### config.mk
export PLATFORM = sky130hd
export DESIGN_NAME = mem_access_stage
export DESIGN_NICKNAME = d
export VERILOG_FILES = /design/src/rtl/mem_access_stage_pkg.sv /design/src/rtl/mem_handshake_fsm.sv /design/src/rtl/mem_access_stage.sv
export SDC_FILE = /design/constraint.sdc
export NUM_CORES = 1
export LEC_CHECK = 0
export BUFFER_PORTS_ARGS = -buffer_cell sky130_fd_sc_hd__buf_4
export CAP_MARGIN = 20
export CORE_MARGIN = 2
export CORE_UTILIZATION = 46
export CTS_CLUSTER_DIAMETER = 80
export DETAILED_ROUTE_END_ITERATION = 8
export GPL_ROUTABILITY_DRIVEN = 0
export PLACE_DENSITY = 0.78
export SYNTH_ARGS = -nofsm -noshare
export SYNTH_HDL_FRONTEND = slang
export SYNTH_HIERARCHICAL = 1
export SYNTH_SLANG_ARGS = --single-unit
### constraint.sdc
create_clock -name clk -period 4.2 [get_ports clk]
set_clock_uncertainty 0.2 [all_clocks]
set_input_delay 0.84 -clock clk [delete_from_list [all_inputs] [get_ports clk]]
set_output_delay 0.84 -clock clk [all_outputs]
set_load 0.03 [all_outputs]
### src/rtl/mem_access_stage_pkg.sv
// Shared types for the memory-access stage.
//  mem_state_t : handshake FSM states (IDLE / MEM / RX / TX)
//  BR_*        : branch codes carried on ex_branch
//  ex_mem_t    : EX/MEM pipeline latch contents
// PC-like fields are stored at PC_MAX_WIDTH bits so the struct does not depend on the
// INST_MEM_WIDTH parameter of the instantiating module.
package mem_access_stage_pkg;

    typedef enum logic [1:0] {
        IDLE,
        MEM,
        RX,
        TX
    } mem_state_t;

    localparam logic [1:0] BR_NONE = 2'b00;
    localparam logic [1:0] BR_BEQ  = 2'b01;
    localparam logic [1:0] BR_BNE  = 2'b10;
    localparam logic [1:0] BR_JUMP = 2'b11;

    localparam int unsigned PC_MAX_WIDTH = 26;

    typedef struct packed {
        logic                    valid;
        logic                    distinct;
        logic                    regwrite;
        logic                    memwrite;
        logic                    memread;
        logic                    uarttoreg;
        logic                    regtouart;
        logic [1:0]              memtoreg;
        logic [1:0]              branch;
        logic [31:0]             alu_result;
        logic [31:0]             reg_data;
        logic [4:0]              rdist;
        logic [25:0]             inst_index;
        logic [PC_MAX_WIDTH-1:0] pc1;
        logic [PC_MAX_WIDTH-1:0] pc2;
    } ex_mem_t;

    // True when the op needs the memory or UART handshake.
    function automatic logic is_access(ex_mem_t e);
        return e.memread | e.memwrite | e.uarttoreg | e.regtouart;
    endfunction

    function automatic logic branch_cond(logic [1:0] br, logic distinct);
        logic taken;
        unique case (br)
            BR_NONE: taken = 1'b0;
            BR_BEQ:  taken = ~distinct;
            BR_BNE:  taken = distinct;
            BR_JUMP: taken = 1'b1;
        endcase
        return taken;
    endfunction

endpackage

### src/rtl/mem_handshake_fsm.sv
// Handshake sequencer for the memory-access stage.
// The next state is chosen from the EX inputs at the capture edge, so an access begins
// the cycle after capture with the request already driven from the latch.
// Ports:
//  clk, rstn                      clock, async active-low reset
//  ex_valid, ex_memread, ex_memwrite, ex_uarttoreg, ex_regtouart
//                                 op being captured this edge (used only while idle)
//  lat_memwrite                   latched store flag (drives dmem_we)
//  dmem_ready, uart_rx_valid, uart_tx_ready   completion inputs
//  stall                          state != IDLE
//  done                           handshake completes this cycle
//  dmem_req, dmem_we, uart_rx_ack, uart_tx_valid   request / ack outputs
module mem_handshake_fsm
    import mem_access_stage_pkg::*;
(
    input  logic clk,
    input  logic rstn,
    input  logic ex_valid,
    input  logic ex_memread,
    input  logic ex_memwrite,
    input  logic ex_uarttoreg,
    input  logic ex_regtouart,
    input  logic lat_memwrite,
    input  logic dmem_ready,
    input  logic uart_rx_valid,
    input  logic uart_tx_ready,
    output logic stall,
    output logic done,
    output logic dmem_req,
    output logic dmem_we,
    output logic uart_rx_ack,
    output logic uart_tx_valid
);

    mem_state_t state_q, state_d;

    always_ff @(posedge clk or negedge rstn) begin
        if (!rstn) begin
            state_q <= IDLE;
        end else begin
            state_q <= state_d;
        end
    end

    always_comb begin
        state_d = state_q;
        unique case (state_q)
            IDLE: begin
                // MEM has priority over RX, RX over TX.
                if (ex_valid) begin
                    if (ex_memread | ex_memwrite) begin
                        state_d = MEM;
                    end else if (ex_uarttoreg) begin
                        state_d = RX;
                    end else if (ex_regtouart) begin
                        state_d = TX;
                    end
                end
            end
            MEM: if (dmem_ready)    state_d = IDLE;
            RX:  if (uart_rx_valid) state_d = IDLE;
            TX:  if (uart_tx_ready) state_d = IDLE;
        endcase
    end

    always_comb begin
        stall         = 1'b0;
        done          = 1'b0;
        dmem_req      = 1'b0;
        dmem_we       = 1'b0;
        uart_rx_ack   = 1'b0;
        uart_tx_valid = 1'b0;
        unique case (state_q)
            IDLE: ;
            MEM: begin
                stall    = 1'b1;
                dmem_req = 1'b1;
                dmem_we  = lat_memwrite;
                done     = dmem_ready;
            end
            RX: begin
                stall       = 1'b1;
                uart_rx_ack = uart_rx_valid;
                done        = uart_rx_valid;
            end
            TX: begin
                stall         = 1'b1;
                uart_tx_valid = 1'b1;
                done          = uart_tx_ready;
            end
        endcase
    end

endmodule

### src/rtl/mem_access_stage.sv
// EX/MEM pipeline register plus memory-access stage.
// Latches EX results when not stalled, runs a data-memory or UART handshake for access
// ops, resolves branches and registers MEM/WB results.
// Optional feature macro: MEM_ACCESS_FWD_EN adds fwd_valid / fwd_rdist / fwd_data, a
// combinational view of the latched plain-op result for forwarding.
// Ports:
//  clk, rstn                  clock, async active-low reset
//  ex_*                       EX-stage results and controls
//  stall                      upstream must hold
//  dmem_req/we/addr/wdata, dmem_ready/rdata          data-memory handshake
//  uart_rx_valid/data, uart_rx_ack                   UART receive
//  uart_tx_valid/data, uart_tx_ready                 UART transmit
//  br_taken, br_target        one-cycle redirect
//  wb_valid, wb_regwrite, wb_memtoreg, wb_rdist, wb_alu_result, wb_mem_data, wb_pc1
//                             registered writeback
module mem_access_stage
    import mem_access_stage_pkg::*;
#(
    parameter int unsigned INST_MEM_WIDTH = 2,
    parameter int unsigned DMEM_WIDTH     = 16
) (
    input  logic                      clk,
    input  logic                      rstn,
    input  logic                      ex_valid,
    input  logic                      ex_distinct,
    input  logic                      ex_regwrite,
    input  logic                      ex_memwrite,
    input  logic                      ex_memread,
    input  logic                      ex_uarttoreg,
    input  logic                      ex_regtouart,
    input  logic [1:0]                ex_memtoreg,
    input  logic [1:0]                ex_branch,
    input  logic [31:0]               ex_alu_result,
    input  logic [31:0]               ex_reg_data,
    input  logic [4:0]                ex_rdist,
    input  logic [25:0]               ex_inst_index,
    input  logic [INST_MEM_WIDTH-1:0] ex_pc1,
    input  logic [INST_MEM_WIDTH-1:0] ex_pc2,
    output logic                      stall,
    output logic                      dmem_req,
    output logic                      dmem_we,
    output logic [DMEM_WIDTH-1:0]     dmem_addr,
    output logic [31:0]               dmem_wdata,
    input  logic                      dmem_ready,
    input  logic [31:0]               dmem_rdata,
    input  logic                      uart_rx_valid,
    input  logic [7:0]                uart_rx_data,
    output logic                      uart_rx_ack,
    output logic                      uart_tx_valid,
    output logic [7:0]                uart_tx_data,
    input  logic                      uart_tx_ready,
    output logic                      br_taken,
    output logic [INST_MEM_WIDTH-1:0] br_target,
    output logic                      wb_valid,
    output logic                      wb_regwrite,
    output logic [1:0]                wb_memtoreg,
    output logic [4:0]                wb_rdist,
    output logic [31:0]               wb_alu_result,
    output logic [31:0]               wb_mem_data,
    output logic [INST_MEM_WIDTH-1:0] wb_pc1
`ifdef MEM_ACCESS_FWD_EN
    ,
    output logic                      fwd_valid,
    output logic [4:0]                fwd_rdist,
    output logic [31:0]               fwd_data
`endif
);

    ex_mem_t ex_in, lat_q;

    always_comb begin
        ex_in            = '0;
        ex_in.valid      = ex_valid;
        ex_in.distinct   = ex_distinct;
        ex_in.regwrite   = ex_regwrite;
        ex_in.memwrite   = ex_memwrite;
        ex_in.memread    = ex_memread;
        ex_in.uarttoreg  = ex_uarttoreg;
        ex_in.regtouart  = ex_regtouart;
        ex_in.memtoreg   = ex_memtoreg;
        ex_in.branch     = ex_branch;
        ex_in.alu_result = ex_alu_result;
        ex_in.reg_data   = ex_reg_data;
        ex_in.rdist      = ex_rdist;
        ex_in.inst_index = ex_inst_index;
        ex_in.pc1        = PC_MAX_WIDTH'(ex_pc1);
        ex_in.pc2        = PC_MAX_WIDTH'(ex_pc2);
    end

    always_ff @(posedge clk or negedge rstn) begin
        if (!rstn) begin
            lat_q <= '0;
        end else if (!stall) begin
            lat_q <= ex_in;
        end
    end

    logic done;

    mem_handshake_fsm u_fsm (
        .clk           (clk),
        .rstn          (rstn),
        .ex_valid      (ex_valid),
        .ex_memread    (ex_memread),
        .ex_memwrite   (ex_memwrite),
        .ex_uarttoreg  (ex_uarttoreg),
        .ex_regtouart  (ex_regtouart),
        .lat_memwrite  (lat_q.memwrite),
        .dmem_ready    (dmem_ready),
        .uart_rx_valid (uart_rx_valid),
        .uart_tx_ready (uart_tx_ready),
        .stall         (stall),
        .done          (done),
        .dmem_req      (dmem_req),
        .dmem_we       (dmem_we),
        .uart_rx_ack   (uart_rx_ack),
        .uart_tx_valid (uart_tx_valid)
    );

    assign dmem_addr    = dmem_req ? lat_q.alu_result[DMEM_WIDTH-1:0] : '0;
    assign dmem_wdata   = dmem_req ? lat_q.reg_data : '0;
    assign uart_tx_data = uart_tx_valid ? lat_q.reg_data[7:0] : '0;

    // A latched access op seen while idle has already completed, so only plain ops issue
    // from the idle state; access ops issue on their completion cycle instead.
    logic                      issue;
    logic                      wb_fire;
    logic                      ld_update;
    logic [31:0]               ld_data;
    logic                      br_fire;
    logic [INST_MEM_WIDTH-1:0] br_target_d;

    always_comb begin
        issue       = !stall && lat_q.valid && !is_access(lat_q);
        wb_fire     = issue || done;
        ld_update   = uart_rx_ack || (done && dmem_req && lat_q.memread);
        ld_data     = uart_rx_ack ? {24'b0, uart_rx_data} : dmem_rdata;
        br_fire     = issue && branch_cond(lat_q.branch, lat_q.distinct);
        br_target_d = (lat_q.branch == BR_JUMP) ? lat_q.inst_index[INST_MEM_WIDTH-1:0]
                                                : lat_q.pc2[INST_MEM_WIDTH-1:0];
    end

    always_ff @(posedge clk or negedge rstn) begin
        if (!rstn) begin
            wb_valid      <= 1'b0;
            wb_regwrite   <= 1'b0;
            wb_memtoreg   <= '0;
            wb_rdist      <= '0;
            wb_alu_result <= '0;
            wb_mem_data   <= '0;
            wb_pc1        <= '0;
            br_taken      <= 1'b0;
            br_target     <= '0;
        end else begin
            wb_valid    <= wb_fire;
            wb_regwrite <= wb_fire && lat_q.regwrite;
            br_taken    <= br_fire;
            if (wb_fire) begin
                wb_memtoreg   <= lat_q.memtoreg;
                wb_rdist      <= lat_q.rdist;
                wb_alu_result <= lat_q.alu_result;
                wb_pc1        <= lat_q.pc1[INST_MEM_WIDTH-1:0];
            end
            if (ld_update) begin
                wb_mem_data <= ld_data;
            end
            if (br_fire) begin
                br_target <= br_target_d;
            end
        end
    end

    // Upper PC / index bits are stored for a generic latch but never consumed here.
    logic unused_lat_bits;
    assign unused_lat_bits = ^{lat_q.inst_index, lat_q.pc1, lat_q.pc2};

`ifdef MEM_ACCESS_FWD_EN
    always_comb begin
        fwd_valid = issue && lat_q.regwrite && (lat_q.rdist != 5'd0);
        fwd_rdist = fwd_valid ? lat_q.rdist : '0;
        fwd_data  = fwd_valid ? lat_q.alu_result : '0;
    end
`endif

endmodule

# After elaboration in Yosys (flattened, before gate mapping)
# Index checks and enable logic that the tools add are counted.
# W data, S select, Z words.
# word_totals
elab_cells	75
ff_bits	166
# op_classes
bitwise	5
eq_ne	11
reduce_logical	14
muxes	20
# op_table
operator	count
$mux W32	2
$mux W16	1
$mux W2	8
$eq A2 B2 Y1 const B	4
$mux W8	1
$ne A2 B2 Y1 const B	4
$pmux W2 S4	1
$logic_and A1 B1 Y1	6
$mux W1	5
$reduce_and A5 Y1	1
$eq A2 B1 Y1 const B	2
$logic_not A2 Y1	2
$ne A4 B3 Y1 const B	1
$or A1 B1 Y1	4
$pmux W1 S4	1
$pmux W1 S3	1
$reduce_or A3 Y1	1
$logic_not A1 Y1	2
$logic_or A1 B1 Y1	2
$not A1 Y1	1

# Logic depth before layout (Yosys ltp)
# Gate-level depths: netlist of run 1.
# depth
ltp_word	8
depth_mapped	9
depth_no_buf	5

# Hierarchy
# Netlist of run 1, hierarchy kept.
# modules_own_cells
module	cells_each	seq_area_each_um2	instances	area_each_um2
mem_access_stage	437	4103.9	1	6638.9
mem_handshake_fsm	23	50.0	1	191.4

# Worst setup path before layout of run 1
# Ideal clock, no wire load.
# synth_path
path_kind	input to register
startpoint	input uart_rx_valid
endpoint	register wb_mem_data[0]
slack_ns	1.331
setup_ns	0.121
arrival_time_ns	2.548
path_stages	8
path_cell_list	inv_1 -> nor3_1 -> buf_2 -> and4b_1 -> clkbuf_1 -> buf_2 -> a22oi_1 -> nand2_1
# synth_between
elab_cells_between_ends	6
# synth_rtl
element	line_no	source
start: declaration	mem_access_stage.sv:46	input logic uart_rx_valid,
$mux W1 *	mem_handshake_fsm.sv:73	unique case (state_q)
named net uart_rx_ack	mem_access_stage.sv:48	output logic uart_rx_ack,
$mux W32 / $logic_or A1 B1 Y1 (equally long branches)	mem_access_stage.sv:137, mem_access_stage.sv:136	
end signal: assignment	mem_access_stage.sv:165	wb_mem_data <= ld_data;
end: declaration	mem_access_stage.sv:59	output logic [31:0] wb_mem_data,
# Mark *: on every way through the listed nets, which the timed path passes. The rest lies on a longest branch.
# A chain may end at the register's enable or synchronous reset.

# Worst setup path in the final report of run 1
# layout_path
startpoint	register u_fsm.state_q[1]
endpoint	output dmem_addr[13]
# layout_between
elab_chain_cells	3
# layout_lines
element	line_no	source
start: declaration	mem_handshake_fsm.sv:35	mem_state_t state_q, state_d;
start signal: assignment	mem_handshake_fsm.sv:41	state_q <= state_d;
$eq A2 B1 Y1	mem_handshake_fsm.sv:73	
$mux W1	mem_handshake_fsm.sv:73	
$mux W16	mem_access_stage.sv:120	assign dmem_addr = dmem_req ? lat_q.alu_result[DMEM_WIDTH-1:0] : '0;
end: declaration	mem_access_stage.sv:42	output logic [DMEM_WIDTH-1:0] dmem_addr,
# Every way passes these cells.

==> flow_summary.json, run 1 <==
{
  "post-place-ws_ps": 1390,
  "num_vias": 4653,
  "synth_ff_type": "dfrtp_1",
  "cts_buffer_depth": 2,
  "tightest_slew_ps": 794,
  "dr.pass1.iters": 4,
  "fillers": 1114,
  "drv_slew": 0,
  "maxCapViolations": 0,
  "die_area_um2": 15800,
  "cts_tree": "done",
  "layout_common_cells": "buf_4, dfrtp_1, mux2_2, and2_1, mux2_4",
  "cp.required_ps": 3160,
  "vdd_drop_max_uv": 426,
  "grt-ovfl-total": 0,
  "worstPathMaxFanout": 52,
  "dr.first_iter.drc_count": 203,
  "dp_cells": 893,
  "tns_ps": 0,
  "drt-vias-per-instance": 5.04,
  "synthCells": 460,
  "post_cts_buffers": 0,
  "drc": 0,
  "rsz0062_at_grt": "no",
  "postCtsHoldBufs": 0,
  "grt_pass1_wl_um": 25900,
  "multi_input_area_um2": 2510,
  "grt_pass1_vias": 4902,
  "start_util_pct": 47.0,
  "final_common_cell": "buf_4",
  "hold_viol": 0,
  "setup_viol_count_final": 0,
  "synthArstFlopShare_pct": 100,
  "clock_latency_ps": 410,
  "cts_num_sinks": 166,
  "start_kind": "register",
  "ys_ff_latch": 166,
  "fin_nets": 883,
  "core_um2": 14500,
  "drive_above_1_share_pct": 60.1,
  "fin_cells": 924,
  "wl_per_cell_um": 17.9,
  "seq_area_um2": 4150,
  "io_pins": 294,
  "synth_seq_area_share_pct": 60.8,
  "grt_max_degree": 73,
  "powerDensity_nw_per_um2": 875,
  "fp.dieW_um": 126,
  "hold_class": "in -> async",
  "synth_warnings": 6,
  "cts_root_buf": "clkbuf_16",
  "power.leakage_nw": 4.79,
  "wirelength_um": 16500,
  "criticalPathCategory": "reg -> out",
  "crit_arrival_ps": 2100,
  "synth_edf_count": 0,
  "maxSlewHeadroom_pct": 47.1,
  "antenna_found_initial": 0,
  "fmax_mhz": 319,
  "clk_pin_slew_worst_paths_ps": 60,
  "yosys.cell_types.count": 29,
  "end_kind": "output port",
  "area_growth_syn_to_layout_pct": 41.0,
  "synth_area_um2": 6830,
  "cts-resized-gates": 0,
  "dp_hpwl_um": 11900,
  "fin_ws_ps": 1060,
  "diodes": 0,
  "period_share_pct": 74.7,
  "std_cell_rows": 44,
  "fin_crit_ps": 3140,
  "status": "complete, no violations",
  "p_total_w": 0.00843,
  "cts_made_buffers": 17,
  "avgSynthCellArea_um2": 14.8,
  "track_usage_pct": 21.0,
  "die_y_um": 126,
  "htree_levels": 4,
  "postRouteAntennaNets": 0,
  "port_buffers": 269,
  "syn-num-nets": 615
}
-- synthesized netlist by cell type (2+ instances only) --
library cell | instances | area, um2
nand2_1 | 18 | 67.6
o21ai_0 | 2 | 10.0
mux2_4 | 38 | 571
a22oi_1 | 8 | 60.1
mux2_2 | 94 | 1060
a22o_1 | 24 | 210
buf_2 | 9 | 45.0
and2_1 | 57 | 357
buf_6 | 6 | 67.6
a21oi_1 | 3 | 15.0
dfrtp_1 | 166 | 4150
nor2b_1 | 2 | 12.5
inv_1 | 4 | 15.0
clkbuf_1 | 14 | 52.6
-- metrics by stage --
| step | instance area (um2) | hold WS, ps | utilization (%) |
|---|---|---|---|
| 2_1_floorplan | 6830 | 258 | - |
| 3_3_place_gp | 9010 | 266 | 62.0 |
| 3_5_place_dp | 9010 | 286 | 62.0 |
| 4_1_cts | 9630 | 243 | 66.3 |
| 5_1_grt | 9630 | 264 | 66.3 |
| 6_report | 9630 | 229 | 66.3 |
-- state kept, by name (all words and copies together) (netlist names) --
name and flops:
wb_memtoreg 2, u_fsm/state_q 2, lat_q 86, wb_pc1 2, wb_alu_result 32, wb_regwrite 1, wb_rdist 5, wb_valid 1
wb_mem_data 32, br_target 2, br_taken 1
-- final cells by class --
type	instances	share of cell area [%]
clock buffer	23	4.86
clock inverter	8	1.53
inverter	4	0.156
multi-input combinational	261	26.1
sequential	166	43.1
tap	184	2.39
timing repair buffer	278	21.8
-- power by group --
group	total, W	internal [W]	leakage, nW	switching, W
sequential	0.00279	0.00236	2.00	0.000431
clock	0.00162	0.00102	0.301	0.000594
combinational	0.00403	0.00195	2.49	0.00207
-- cell families after synthesis --
kind of cell | count (synthesis) | share of synthesized area [%]
DFF | 166 | 60.8
muxes | 133 | 24.0
and+or+nand+nor | 87 | 7.69
AOI/OAI and AO/OA | 41 | 4.85
buffers and inverters | 33 | 2.64
-- worst paths after layout --
path                       slack, ps              end        startpoint  cells past startpoint
setup / recovery                1060    dmem_addr[13]  u_fsm/state_q[1]                      3
hold / removal                   230  wb_mem_data[17]              rstn                      1
setup reg to reg                1720      wb_rdist[4]  u_fsm/state_q[0]                      5
hold reg to reg                  300       lat_q[102]        lat_q[102]                      1
max in group asynchronous       2510       lat_q[120]              rstn                      2
min in group clk                 300       lat_q[102]        lat_q[102]                      1
-- critical path, stage by stage, from the launching register on --
cell and delay [ps]:
dfrtp_1 460, and2b_2 770, and2_1 270, buf_4 180
-- routing by layer --
layer  wire length, um  up-vias  track usage [%]  share of wire (%)
met5                 0        -                0                  0
met4               427        0             9.24                2.6
met3               957       28             5.23                5.8
met2              8560      169             35.8                 52
met1              6590     2327             25.4                 40
li1                  -     2129                -                  -
(Power assumes the default switching activity.)
==> run 2: changes to the inputs <==
Clock period 4.2 ns to 3.2 ns, I/O delays scaled along.
==> run 2 against run 1 <==
Via count is 1.1% higher. Combinational power up 33%. Final area increased by 0.16%. The flow now finishes with violations (hold timing). Largest cell class unchanged. Worst hold slack worse by 240 ps. Sequential cell count is the same. Final cell count is 0.11% higher. Non-clock buffer count is the same. Die area did not move. Global-route usage rose by 0.65 points. Total power grew 31%. Sequential power increased by 31%.
==> flow_summary.json, run 2 (synthesis results as in run 1) <==
{
  "grt-ovfl-total": 0,
  "cp.required_ps": 2360,
  "wirelength_um": 16900,
  "grt_pass1_vias": 5126,
  "place_area_um2": 9050,
  "maxSlewHeadroom_pct": 62.9,
  "clock_latency_ps": 420,
  "postRouteAntennaNets": 0,
  "cts_made_buffers": 17,
  "fmax_mhz": 353,
  "fin_crit_ps": 2840,
  "crit_arrival_ps": 2000,
  "core_um2": 14500,
  "post-place-ws_ps": 785,
  "seq_area_um2": 4150,
  "rrSetupSlack_ps": 910,
  "cts-resized-gates": 0,
  "tightest_slew_ps": 556,
  "criticalPathCategory": "reg -> out",
  "vdd_drop_max_uv": 539,
  "swShare_pct": 37.6,
  "num_vias": 4702,
  "die_y_um": 126,
  "start_kind": "register",
  "drc": 0,
  "htree_levels": 4,
  "cpMostUsedCell": "buf_4",
  "finish.instance_area_um2": 9650,
  "largest_register_ffs": 86,
  "rsz0062_at_grt": "no",
  "hold_viol": 11,
  "cts_tree": "done",
  "hold_class": "in -> async",
  "cts_buffer_depth": 2,
  "worstPathMaxFanout": 23,
  "post_cts_buffers": 0,
  "seqPwrFrac_pct": 33.2,
  "critPathBufInv": 2,
  "tns_ps": 0,
  "status": "finished with violations",
  "fin_ws_ps": 364,
  "postCtsHoldBufs": 0,
  "track_usage_pct": 21.6,
  "grt_max_degree": 88,
  "switchingPower_w": 0.00414,
  "grt_pass1_wl_um": 26800,
  "clock_power_share_pct": 18.4,
  "failed_checks": "hold timing",
  "power_frac_comb_pct": 48.4,
  "drt-vias-per-instance": 5.08,
  "dp_cells": 893,
  "dr.pass1.iters": 5,
  "dp_hpwl_um": 11700,
  "p_int_w": 0.00689,
  "drv_slew": 0,
  "top_register": "lat_q",
  "area_growth_syn_to_layout_pct": 41.2,
  "fillers": 1051,
  "setup_viol_count_final": 0,
  "fp.dieW_um": 126,
  "cts_root_buf": "clkbuf_16",
  "top_regs": "lat_q: 86 flops, wb_alu_result: 32 flops, wb_mem_data: 32 flops",
  "hold_ws_ps": -13.9,
  "dr.first_iter.drc_count": 175,
  "fin_cells": 925,
  "start_util_pct": 47.0,
  "crit_path_cell_trace": "and2b_2, buf_4, and2_1, buf_4",
  "port_buffers": 269,
  "powerDensity_nw_per_um2": 1140,
  "period_share_pct": 88.6,
  "cts_num_sinks": 166,
  "die_area_um2": 15800,
  "multi_input_area_um2": 2510,
  "end_kind": "output port",
  "clk_pin_slew_worst_paths_ps": 70,
  "std_cell_rows": 44,
  "diodes": 0,
  "drive_above_1_share_pct": 60.7,
  "maxCapViolations": 0,
  "wl_per_cell_um": 18.2,
  "crit_family": "simple AND/OR/NAND/NOR gates",
  "fin_nets": 883,
  "antenna_found_initial": 0,
  "layout_common_cells": "buf_4, dfrtp_1, mux2_2, and2_1, mux2_4",
  "power.leakage_nw": 4.79,
  "io_pins": 294,
  "slowest_delay_ps": 480,
  "final_common_cell": "buf_4",
  "cp_slowest_cell": "and2b_2"
}
## run 2: cell types whose count changed in the layout (fill, tap and decap cells not counted), moves of 2 or more
cell        previous run  this run
clkinv_2               2         5
buf_12                 1         4
clkinvlp_4             0         2
clkbuf_1               4         0
buf_4                276       273
bufinv_16              4         2
## run 2: through the flow
step	utilization [%]	hold slack (ps)	total power (W)
final	66.4	-13.9	0.0110
after global routing	66.4	9.35	0.0116
after CTS	66.4	1.33	0.0111
after detailed placement	62.3	285	0.00906
after global placement	62.3	266	0.00886
after floorplan	-	144	0.00731
## run 2: area by class of cell
type / count / area share [%]
Inverter: 4 / 0.156
Tap cell: 184 / 2.39
Timing Repair Buffer: 278 / 22.2
Multi-Input combinational cell: 261 / 26.0
Clock inverter: 12 / 1.31
Clock buffer: 20 / 4.84
Sequential cell: 166 / 43.1
## run 2: power groups by stage
stage	Combinational, W	Clock [W]	Sequential [W]
after detailed placement	0.00537	0	0.00369
after global routing	0.00562	0.00217	0.00379
final	0.00534	0.00203	0.00366
after global placement	0.00525	0	0.00360
after floorplan	0.00301	0	0.00430
after CTS	0.00540	0.00208	0.00366
## run 2: worst paths after layout
kind | from | to | depth (start not counted)
worst max-delay path | u_fsm/state_q[1] | dmem_addr[13] | 4
worst min-delay path | rstn | wb_mem_data[22] | 1
worst max register to register | u_fsm/state_q[1] | wb_mem_data[0] | 6
worst min register to register | lat_q[98] | lat_q[98] | 1
max in group asynchronous | rstn | lat_q[147] | 2
min in group clk | uart_rx_data[1] | wb_mem_data[1] | 3
## run 2: routing by layer
metal,share of wire [%],GRT usage (%),up-vias
met1,37,24.1,2343
met5,0,0,-
met2,54,38.6,188
met3,6.9,6.41,33
li1,-,-,2138
met4,2.8,9.11,0
==> run 3: changes to the inputs <==
Settings changed: CORE_ASPECT_RATIO from default to 0.5, CORE_MARGIN 2 to 4.
==> run 3 against run 2 <==
The flow now finishes without violations. Die area is 7.2% higher. Final cell count increased by 1.7%. Critical path depth is 1 lower. Largest cell class unchanged. Via count fell by 3.0%. Maximum frequency increased by 1.8%. Sequential cell count unchanged. Non-clock buffer count increased by 2.
==> flow_summary.json, run 3 (synthesis results as in run 1) <==
{
  "htree_levels": 4,
  "die_area_um2": 17000,
  "rsz0062_at_grt": "no",
  "grt.met1_usage_pct": 22.0,
  "grt-ovfl-total": 0,
  "drt-vias-per-instance": 4.85,
  "setup_viol_count_final": 0,
  "area_growth_syn_to_layout_pct": 41.0,
  "cts_tree": "done",
  "track_usage_pct": 18.9,
  "tightest_slew_ps": 696,
  "met2_usage_pct": 34.9,
  "cts_num_sinks": 166,
  "cpMostUsedCell": "buf_4",
  "antenna_found_initial": 0,
  "dp_hpwl_um": 11700,
  "worstPathMaxFanout": 48,
  "cts_made_buffers": 17,
  "powerDensity_nw_per_um2": 1140,
  "cp.required_ps": 2360,
  "io_pins": 294,
  "status": "complete, no violations",
  "num_vias": 4561,
  "port_buffers": 269,
  "crit_end": "stall",
  "grt_busiest_layer": "met2",
  "grt_pass1_vias": 4862,
  "period_share_pct": 87.1,
  "r2r_start": "u_fsm/state_q[1]",
  "die_y_um": 94.2,
  "rrSetupSlack_ps": 710,
  "core_um2": 14500,
  "slowest_delay_ps": 530,
  "hold_viol": 0,
  "std_cell_rows": 31,
  "largest_register_ffs": 86,
  "vdd_drop_max_uv": 563,
  "dr.pass1.iters": 4,
  "r2r_end": "wb_mem_data[6]",
  "post-place-ws_ps": 560,
  "top_register": "lat_q",
  "postRouteAntennaNets": 0,
  "maxSlewHeadroom_pct": 53.4,
  "critPathLaunch": "u_fsm/state_q[1]",
  "fin_ws_ps": 413,
  "crit_arrival_ps": 1950,
  "wl_per_cell_um": 17.4,
  "r2r.worst_path.cells": 6,
  "tns_ps": 0,
  "finish.instance_area_um2": 9630,
  "grt_pass1_wl_um": 25700,
  "final_common_cell": "buf_4",
  "power.leakage_nw": 4.78,
  "postCtsHoldBufs": 0,
  "fillers": 1103,
  "end_kind": "output port",
  "top_regs": "lat_q: 86 flops, wb_alu_result: 32 flops, wb_mem_data: 32 flops",
  "place_area_um2": 9050,
  "use_met3_pct": 4.29,
  "cp_slowest_cell": "buf_4",
  "cts-resized-gates": 0,
  "crit_path_cell_trace": "or2_4, buf_4, buf_4",
  "criticalPathCategory": "reg -> out",
  "drive_above_1_share_pct": 60.8,
  "fmax_mhz": 359,
  "wirelength_um": 16400,
  "clock_latency_ps": 400,
  "diodes": 0,
  "layout_common_cells": "buf_4, dfrtp_1, mux2_2, and2_1, mux2_4",
  "fin_nets": 885,
  "hold_class": "in -> async",
  "post_cts_buffers": 0,
  "drc": 0,
  "cts_root_buf": "clkbuf_16",
  "clk_pin_slew_worst_paths_ps": 70,
  "start_util_pct": 47.1,
  "fin_crit_ps": 2790,
  "fp.dieW_um": 180,
  "cts_buffer_depth": 2,
  "drv_slew": 0,
  "dr.first_iter.drc_count": 199,
  "start_kind": "register",
  "maxCapViolations": 0,
  "grt_max_degree": 75
}
==> run 3: layout make-up <==
cell class,count,area (um2),area share (%)
inverter,4,15.0,0.156
sequential,166,4150,43.1
tap,198,248,2.57
clock buffer,17,425,4.42
timing repair buffer,280,2120,22.0
clock inverter,15,159,1.65
multi-input combinational,261,2510,26.1
==> run 3: worst min-delay path by stage <==
stage | startpoint | to
final | rstn | wb_valid
after global routing | rstn | wb_valid
after CTS | rstn | wb_valid
after detailed placement | lat_q[94] | lat_q[94]
after global placement | lat_q[155] | wb_regwrite
after floorplan | rstn | br_taken
==> run 3: report_power, final <==
| group | total (W) | internal, W | switching, W |
|---|---|---|---|
| Combinational | 0.00527 | 0.00256 | 0.00272 |
| Sequential | 0.00364 | 0.00309 | 0.000556 |
| Clock | 0.00204 | 0.00111 | 0.000926 |
| Total | 0.0110 | 0.00676 | 0.00420 |
==> run 3: routing by layer <==
layer  share of wire, %  routed length (um)
met2                 53                8710
met1                 40                6540
met5                  0                   0
met3                4.6                 756
met4                2.3                 385
==> run 3: metrics by stage <==
step	power (W)	hold slack [ps]	cells	utilization, %
6_report	0.0110	44.5	941	66.4
5_1_grt	0.0115	83.2	941	66.4
4_1_cts	0.0111	64.6	941	66.4
3_5_place_dp	0.00901	286	909	62.4
3_3_place_gp	0.00884	268	909	62.4
2_1_floorplan	0.00731	144	460	-
==> run 3: worst max-delay path: cells and delay by family, from the launching register on <==
kind                   cells  cell delay (ps)
buffers and inverters      2              810
flip-flops                 1              510
AND/OR/NAND/NOR            1              210
